File: src/rtl/cap_touch_pkg.sv
// Shared types and default parameters for the capacitive pad scanner.
package cap_touch_pkg;

    typedef enum logic [1:0] {
        StIdle,
        StCharge,
        StMeasure,
        StEval
    } scan_state_e;

    localparam int unsigned DefNCh        = 9;
    localparam int unsigned DefCntW       = 16;
    localparam int unsigned DefChargeCyc  = 64;
    localparam int unsigned DefTimeout    = 4095;
    localparam int unsigned DefThresh     = 40;
    localparam int unsigned DefDebN       = 3;
    localparam int unsigned DefGapCyc     = 256;

endpackage

File: src/rtl/sync_2ff.sv
// Two-flop synchroniser for asynchronous pad inputs.
module sync_2ff #(
    parameter int unsigned WIDTH = 1
) (
    input  logic             clock,
    input  logic             reset,
    input  logic [WIDTH-1:0] d,
    output logic [WIDTH-1:0] q
);

    logic [WIDTH-1:0] meta_q;
    logic [WIDTH-1:0] sync_q;

    always_ff @(posedge clock or negedge reset) begin
        if (!reset) begin
            meta_q <= '0;
            sync_q <= '0;
        end else begin
            meta_q <= d;
            sync_q <= meta_q;
        end
    end

    assign q = sync_q;

endmodule

File: src/rtl/cap_touch_scanner.sv
// Capacitive pad scanner: charge all pads, time each discharge, compare against a
// calibrated baseline and debounce into stable touch levels and sticky touch events.
module cap_touch_scanner
    import cap_touch_pkg::*;
#(
    parameter int unsigned N_CH       = DefNCh,
    parameter int unsigned CNT_W      = DefCntW,
    parameter int unsigned CHARGE_CYC = DefChargeCyc,
    parameter int unsigned TIMEOUT    = DefTimeout,
    parameter int unsigned THRESH     = DefThresh,
    parameter int unsigned DEB_N      = DefDebN,
    parameter int unsigned GAP_CYC    = DefGapCyc,
    localparam int unsigned SelW      = (N_CH > 1) ? $clog2(N_CH) : 1
) (
    input  logic              clock,
    input  logic              reset,
    input  logic [N_CH-1:0]   sensors_in,
    output logic              sensors_out,
    input  logic              calibrate,
    input  logic [N_CH-1:0]   event_clr,
    input  logic [SelW-1:0]   read_sel,
    output logic [CNT_W-1:0]  read_count,
    output logic [N_CH-1:0]   touched,
    output logic [N_CH-1:0]   touch_event,
    output logic              scan_done,
    output logic              calibrated
);

    localparam int unsigned      DebW       = $clog2(DEB_N + 1);
    localparam logic [CNT_W-1:0] TimeoutVal = CNT_W'(TIMEOUT);
    localparam logic [CNT_W-1:0] GapLast    = CNT_W'(GAP_CYC - 1);
    localparam logic [CNT_W-1:0] ChargeLast = CNT_W'(CHARGE_CYC - 1);
    localparam logic [DebW-1:0]  DebLast    = DebW'(DEB_N - 1);

    // The shared cycle counter must hold every phase length without wrapping.
    if (CNT_W < 32) begin : g_width_chk
        if (TIMEOUT >= (32'd1 << CNT_W) || GAP_CYC > (32'd1 << CNT_W) ||
            CHARGE_CYC > (32'd1 << CNT_W)) begin : g_bad
            $error("TIMEOUT, GAP_CYC and CHARGE_CYC must fit in CNT_W bits");
        end
    end

    scan_state_e                state_q, state_d;
    logic [CNT_W-1:0]           cyc_q, cyc_d;
    logic [N_CH-1:0]            sens_sync;
    logic [N_CH-1:0]            latched_q, latched_d, fall;
    logic [N_CH-1:0]            touched_q, touched_d, event_q;
    logic                       pend_q, cal_q;
    logic                       meas_exit, cal_eval, norm_eval;
    logic [N_CH-1:0][CNT_W-1:0] counts;

    sync_2ff #(
        .WIDTH(N_CH)
    ) u_sync (
        .clock(clock),
        .reset(reset),
        .d    (sensors_in),
        .q    (sens_sync)
    );

    assign fall      = (state_q == StMeasure) ? (~latched_q & ~sens_sync) : '0;
    assign latched_d = latched_q | fall;
    assign meas_exit = (state_q == StMeasure) && ((&latched_d) || (cyc_q == TimeoutVal));
    assign cal_eval  = (state_q == StEval) && pend_q;
    assign norm_eval = (state_q == StEval) && !pend_q && cal_q;

    always_comb begin
        state_d     = state_q;
        cyc_d       = cyc_q + CNT_W'(1);
        sensors_out = 1'b0;
        scan_done   = 1'b0;
        unique case (state_q)
            StIdle: begin
                if (cyc_q == GapLast) begin
                    state_d = StCharge;
                    cyc_d   = '0;
                end
            end
            StCharge: begin
                sensors_out = 1'b1;
                if (cyc_q == ChargeLast) begin
                    state_d = StMeasure;
                    cyc_d   = '0;
                end
            end
            StMeasure: begin
                if (meas_exit) begin
                    state_d = StEval;
                    cyc_d   = '0;
                end
            end
            StEval: begin
                scan_done = 1'b1;
                state_d   = StIdle;
                cyc_d     = '0;
            end
            default: begin
                state_d = StIdle;
                cyc_d   = '0;
            end
        endcase
    end

    always_ff @(posedge clock or negedge reset) begin
        if (!reset) begin
            state_q <= StIdle;
            cyc_q   <= '0;
        end else begin
            state_q <= state_d;
            cyc_q   <= cyc_d;
        end
    end

    // Pending calibration survives until the next EVAL; a pulse during EVAL arms the following scan.
    always_ff @(posedge clock or negedge reset) begin
        if (!reset) begin
            latched_q <= '0;
            pend_q    <= 1'b1;
            cal_q     <= 1'b0;
            touched_q <= '0;
            event_q   <= '0;
        end else begin
            if (state_q == StCharge) begin
                latched_q <= '0;
            end else if (state_q == StMeasure) begin
                latched_q <= latched_d;
            end
            pend_q    <= calibrate | (pend_q & (state_q != StEval));
            cal_q     <= cal_q | cal_eval;
            touched_q <= touched_d;
            event_q   <= (event_q & ~event_clr) | (touched_d & ~touched_q);
        end
    end

    for (genvar i = 0; i < N_CH; i++) begin : g_ch
        logic [CNT_W-1:0] meas_q, count_q, base_q;
        logic [DebW-1:0]  deb_q;
        logic [CNT_W:0]   limit;
        logic             raw, differ, flip;

        assign limit        = {1'b0, base_q} + (CNT_W + 1)'(THRESH);
        assign raw          = {1'b0, count_q} >= limit;
        assign differ       = raw != touched_q[i];
        assign flip         = norm_eval && differ && (deb_q == DebLast);
        assign touched_d[i] = touched_q[i] ^ flip;
        assign counts[i]    = count_q;

        always_ff @(posedge clock or negedge reset) begin
            if (!reset) begin
                meas_q  <= '0;
                count_q <= '0;
                base_q  <= '0;
                deb_q   <= '0;
            end else begin
                if (fall[i]) begin
                    meas_q <= cyc_q;
                end
                if (meas_exit) begin
                    count_q <= fall[i] ? cyc_q : (latched_q[i] ? meas_q : TimeoutVal);
                end
                if (cal_eval) begin
                    base_q <= count_q;
                end
                if (norm_eval) begin
                    deb_q <= (differ && deb_q != DebLast) ? deb_q + DebW'(1) : '0;
                end
            end
        end
    end

    assign read_count  = (32'(read_sel) < N_CH) ? counts[read_sel] : '0;
    assign touched     = touched_q;
    assign touch_event = event_q;
    assign calibrated  = cal_q;

endmodule

File: config.mk
export PLATFORM = sky130hd
export DESIGN_NAME = cap_touch_scanner
export DESIGN_NICKNAME = d
export VERILOG_FILES = /design/src/rtl/cap_touch_pkg.sv /design/src/rtl/sync_2ff.sv /design/src/rtl/cap_touch_scanner.sv
export SDC_FILE = /design/constraint.sdc
export NUM_CORES = 1
export LEC_CHECK = 0
export CAP_MARGIN = 20
export CORE_UTILIZATION = 35
export DETAILED_ROUTE_END_ITERATION = 8
export GPL_ROUTABILITY_DRIVEN = 0
export MAX_ROUTING_LAYER = met4
export PLACE_DENSITY = 0.56
export SLEW_MARGIN = 10
export SYNTH_ARGS = -nofsm -noshare
export SYNTH_HDL_FRONTEND = slang
export SYNTH_SLANG_ARGS = --single-unit
File: constraint.sdc
create_clock -name clock -period 4.44 [get_ports clock]
set_clock_uncertainty 0.15 [all_clocks]
set_input_delay 0.888 -clock clock [delete_from_list [all_inputs] [get_ports clock]]
set_output_delay 0.888 -clock clock [all_outputs]
set_load 0.02 [all_outputs]
==> flow_metrics.tcl, run 1 <==
set metrics [dict create \
    grt_use_met2 0.3003 \
    slew_viol_final 0 \
    finalSetupViolCount 0 \
    dp_cells 3306 \
    synth_area_per_cell_sq_um 11.11 \
    h-tree-depth 2 \
    hold_class "in -> async" \
    syn_to_final_growth_pct 14.59 \
    hold_violations 0 \
    synthArstFlopShare 1.000 \
    wirelength_um 71990 \
    slew_headroom 0.3207 \
    ys.flop_type "dfrtp_1" \
    grt_pass1_wl_um 111800 \
    mostFrequentLayoutCell "dfrtp_1" \
    fin_nets 2612 \
    dp.final_hpwl_um 52820 \
    critPathMaxFanout 13 \
    die_area_sq_um 75950 \
    pwr-share-seq 0.481 \
    fillers 6950 \
    pwr-share-clk 0.502 \
    seqCellArea_sq_um 12890 \
    finalNonFillerCells 3415 \
    rsz0062_at_grt "no" \
    vias_per_cell 5.280 \
    synthCells 2358 \
    tns_ns 0 \
    multiInputGateArea_sq_um 12430 \
    fmax_mhz 250.2 \
    synth_top_area_cell "dfrtp_1" \
    grt_util_met3 0.02810 \
    max_cap_violations 0 \
    worst_pin_slew_ns 1.014 \
    ant_nets 0 \
    cts_resized 0 \
    busiest_layer "met2" \
    cts_root_buffer "clkbuf_16" \
    grt_max_degree 88 \
    drc 0 \
    drtIter0Drc 1626 \
    worstSetupPathType "in -> out" \
    core-area_sq_um 73450 \
    grt_util_all_layers 0.2002 \
    clockBufferDepth 3 \
    pwr-share-comb 0.018 \
    final.min_clock_period_ns 3.996 \
    drive_gt1_frac 0.1967 \
    run_status "finished clean" \
    synth_top_area_share 0.4909 \
    powerDensity_nw_per_um2 326.5 \
    start_util 0.3567 \
    grtUsageMet1 0.2768 \
    cts_buffers 56 \
    final_core_util 0.4087 \
    ys_seq_area_frac 0.4920 \
    portBuffers 61 \
    fp.dieH_um 275.6 \
    cts_tree "done" \
    cts_sinks 515 \
    critPathArrivalTime_ns 2.96 \
    antenna_found_initial 1 \
    peakVddDrop_uv 276.9 \
    ios 62 \
    start_kind "primary input" \
    die_x_um 275.6 \
    gr-total-overflow 0 \
    synth.area.top_cells "dfrtp_1 (49%), mux2_2 (12%), ha_1 (8.4%)" \
    wl_per_cell_um 21.08 \
    p_leak_nw 14.25 \
    power.switching_w 0.002090 \
    drt_first_pass_iters 5 \
    finalCritPeriodShare 0.9001 \
    cts_setup_buffers 0 \
    clk_latency_ns 0.62 \
    netSwitchingFraction 0.2132 \
    yosysUniqueCellTypes 58 \
    synth_area_sq_um 26200 \
    rows 99 \
    synth_edf_count 0 \
    yosysWarnings 0 \
    clk_pin_slew_ns 0.05 \
    ys_ff_latch 515 \
    dr_total_vias 18030 \
    grt_pass1_vias 18010 \
    p_int_w 0.007711 \
    diodes 0 \
    endpoint_kind "output port" \
    cp.required_ns 3.40 \
    ctsHoldBuffers 0 \
    layout_common_cells "dfrtp_1 (514), mux2_2 (280), nand2_1 (240)" \
    synth_nets 2559 \
]
-- state kept, by name (all words and copies together) (netlist names), 9 cells and up --
name / count
g_ch.count_q: 144
touch_event: 9
u_sync.q: 9
g_ch.base_q: 144
touched: 9
g_ch.meas_q: 144
cyc_q: 16
g_ch.deb_q: 18
latched_q: 9
u_sync.meta_q: 9
-- synth_stat cells (12+ instances only) --
cell and count:
dfrtp_1 514, mux2_2 280, nand2_1 241, nor2_1 180, ha_1 176, o21ai_1 117
inv_1 95, clkbuf_1 92, xor2_1 72, a21oi_1 69, o21ai_0 65, nand3_1 50
xnor2_1 49, a22oi_1 36, mux4_2 32, nand4_1 32, nor3_1 31, a21o_1 27
buf_6 16, mux2i_1 16, nor3b_1 16, o41ai_1 14, and3_1 12
-- worst max-delay path, stage by stage --
cell and delay (ns):
buf_2 0.37, buf_4 0.28, mux4_2 0.52, mux2i_1 0.19, o21ai_0 0.13, clkdlybuf4s50_1 0.57
-- kinds of logic (layout without fill, tap and decap cells) --
| family | Yosys count | in the layout | share of synthesized area |
|---|---|---|---|
| AOI/OAI and AO/OA | 397 | 397 | 0.09117 |
| xor gates and xnor gates | 121 | 121 | 0.04045 |
| adders and majority gates | 176 | 176 | 0.08405 |
| buffers and inverters | 216 | 314 | 0.03620 |
| DFF | 515 | 515 | 0.4920 |
| muxes | 328 | 328 | 0.1540 |
| and+or+nand+nor | 605 | 605 | 0.1022 |
-- metrics by stage --
| step | hold slack [ns] | setup slack, ns | total power, W | instance area (sq um) |
|---|---|---|---|---|
| 2_1_floorplan | 0.1812 | 0.8238 | 0.004826 | 26200 |
| 3_3_place_gp | 0.1851 | 0.4877 | 0.004972 | 27990 |
| 3_5_place_dp | 0.1847 | 0.4587 | 0.004977 | 28000 |
| 4_1_cts | 0.1824 | 0.4614 | 0.009918 | 29970 |
| 5_1_grt | 0.1795 | 0.3187 | 0.01012 | 30020 |
| 6_report | 0.1323 | 0.4435 | 0.009801 | 30020 |
-- per-layer routing --
layer,vias to the layer above,part of all wire
met2,412,0.45
met1,9067,0.47
li1,8436,-
met4,0,0.031
met3,116,0.053
met5,-,0
-- power by group through the flow --
stage	logic [W]	clock network [W]	registers [W]
finish	0.000173	0.00492	0.00471
global route	0.000199	0.00521	0.00471
CTS	0.000183	0.00503	0.00471
detailed placement	0.000182	0	0.00479
global placement	0.000178	0	0.00479
floorplan	0.0000350	0	0.00479
-- final timing paths --
path,startpoint,endpoint,slack [ns],depth (start not counted)
max,read_sel[0],read_count[12],0.44,6
min,reset,g_ch[2].base_q[8]$_DFFE_PN0P_,0.13,1
max reg2reg,g_ch[2].base_q[3]$_DFFE_PN0P_,touched[2]$_DFF_PN0_,0.79,13
min reg2reg,u_sync.meta_q[8]$_DFF_PN0_,u_sync.q[8]$_DFF_PN0_,0.20,0
max in group asynchronous,reset,g_ch[3].base_q[13]$_DFFE_PN0P_,2.85,2
min in group clock,u_sync.meta_q[8]$_DFF_PN0_,u_sync.q[8]$_DFF_PN0_,0.20,0
-- final cells by class --
type,count,area share
timing repair buffer,116,0.03922
clock buffer,84,0.05585
multi-input combinational,1627,0.4142
sequential,515,0.4293
clock inverter,19,0.009544
tap,959,0.03997
inverter,95,0.01188
Power figures use the tool's default switching activity.
==> inputs of run 2 (changes only) <==
- GPL_TIMING_DRIVEN: default -> 0
- SKIP_LAST_GASP: default -> 1
==> run 2 against run 1 <==
Via count grew 3.5%. Highest routed layer unchanged. Critical endpoint is now read_count[11]. Count of clock-buffer cells in the layout shrank 5. Total power shrank 4.6%.
==> flow_metrics.tcl, run 2 (same netlist as run 1, synthesis figures left out) <==
set metrics [dict create \
    run_status "finished clean" \
    cts_sinks 515 \
    portBuffers 59 \
    dp.final_hpwl_um 55280 \
    gr-total-overflow 0 \
    syn_to_final_growth_pct 14.32 \
    slew_headroom 0.1864 \
    cts_tree "done" \
    critPathMaxFanout 10 \
    mostFrequentLayoutCell "dfrtp_1" \
    wl_per_cell_um 21.33 \
    cts_buffers 56 \
    endpoint "read_count[11]" \
    r2r-end "touch_event[6]$_DFF_PN0_" \
    crit_start "read_sel[0]" \
    cts_root_buffer "clkbuf_16" \
    dr_total_vias 18660 \
    start_util 0.3567 \
    antenna_found_initial 7 \
    max_cap_violations 0 \
    fillers 6978 \
    hold_class "in -> async" \
    vias_per_cell 5.355 \
    critPathArrivalTime_ns 3.33 \
    endpoint_kind "output port" \
    layout_common_cells "dfrtp_1 (514), mux2_2 (280), nand2_1 (241)" \
    peakVddDrop_uv 285.3 \
    start_kind "primary input" \
    worst_hold_slack_ns 0.03954 \
    ios 62 \
    worstSetupPathType "in -> out" \
    reg2reg_slack_ns 0.66 \
    fmax_mhz 228.8 \
    p_leak_nw 14.16 \
    clk_pin_slew_ns 0.06 \
    post-place-ws_ns -0.3781 \
    cp.required_ns 3.40 \
    hold_violations 0 \
    grt_pass1_wl_um 113800 \
    cts_setup_buffers 0 \
    drc 0 \
    die_x_um 275.6 \
    grt_pass1_vias 18430 \
    finalCritPeriodShare 0.9843 \
    ff2ff_path_depth 15 \
    worst_pin_slew_ns 1.220 \
    drtIter0Drc 1380 \
    fin_ws_ns 0.06965 \
    drive_gt1_frac 0.1766 \
    powerDensity_nw_per_um2 312.1 \
    drt_first_pass_iters 5 \
    ant_nets 0 \
    grt_util_all_layers 0.2058 \
    rows 99 \
    finalSetupViolCount 0 \
    final.min_clock_period_ns 4.370 \
    fin_nets 2685 \
    wirelength_um 74340 \
    fp.dieH_um 275.6 \
    core-area_sq_um 73450 \
    slew_viol_final 0 \
    clk_latency_ns 0.61 \
    grt_max_degree 111 \
    reg_top3 "g_ch.base_q x144, g_ch.count_q x144, g_ch.meas_q x144" \
    die_area_sq_um 75950 \
    h-tree-depth 2 \
    r2r-start "g_ch[6].base_q[3]$_DFFE_PN0P_" \
    rsz0062_at_grt "no" \
    power_w 0.009347 \
    clockBufferDepth 3 \
]
[run 2: through the flow]
stage               area [sq um]  cells  TNS (ns)    util
floorplan                  26200   2358         0       -
global placement           27990   3376         -  0.3810
CTS                        29940   3484         0  0.4076
global route               29950   3484         0  0.4077
finish                     29950   3485         0  0.4077
detailed placement         28190   3385    -4.892  0.3838
[run 2: repair_timing]
action	CTS	global route
gates cloned	0	0
resized for setup	13	9
hold buffers	0	0
setup endpoints to repair	16	13
[run 2: power breakdown]
| group | switching [W] | leakage, nW | internal (W) |
|---|---|---|---|
| registers | 0.00000641 | 7.14 | 0.00470 |
| clock network | 0.00195 | 0.852 | 0.00251 |
| logic | 0.000124 | 6.16 | 0.0000490 |
[run 2: worst max-delay path: stages]
cell	delay, ns
clkbuf_2	0.27
clkdlybuf4s18_2	0.49
mux4_2	0.62
mux2i_1	0.27
o21ai_1	0.19
clkdlybuf4s50_1	0.58
[run 2: area by class of cell]
cell class                 count  area (sq um)  area share
sequential                   515         12890      0.4303
multi-input combinational   1627         12380      0.4133
clock buffer                  79          1569     0.05239
tap                          959          1200     0.04006
timing repair buffer          68         795.8     0.02657
buffer                       121         611.8     0.02043
inverter                      95         356.6     0.01191
clock inverter                20         148.9    0.004971
antenna                        1         2.502  0.00008355
[run 2: how the worst min path moves through the flow]
stage,endpoint,slack (ns),depth (start not counted)
detailed placement,u_sync.q[8]$_DFF_PN0_,0.19,0
global route,g_ch[2].base_q[6]$_DFFE_PN0P_,0.05,1
global placement,u_sync.q[6]$_DFF_PN0_,0.19,0
floorplan,u_sync.q[0]$_DFF_PN0_,0.18,0
CTS,g_ch[2].base_q[6]$_DFFE_PN0P_,0.03,1
finish,g_ch[2].base_q[6]$_DFFE_PN0P_,0.04,1
[run 2: routing by layer]
layer  up-vias  part of all wire  track usage
met5         -                 0            -
met1      9417              0.47       0.2871
met4         0             0.033      0.06572
li1       8583                 -            -
met2       535              0.44       0.3014
met3       126             0.062      0.03697
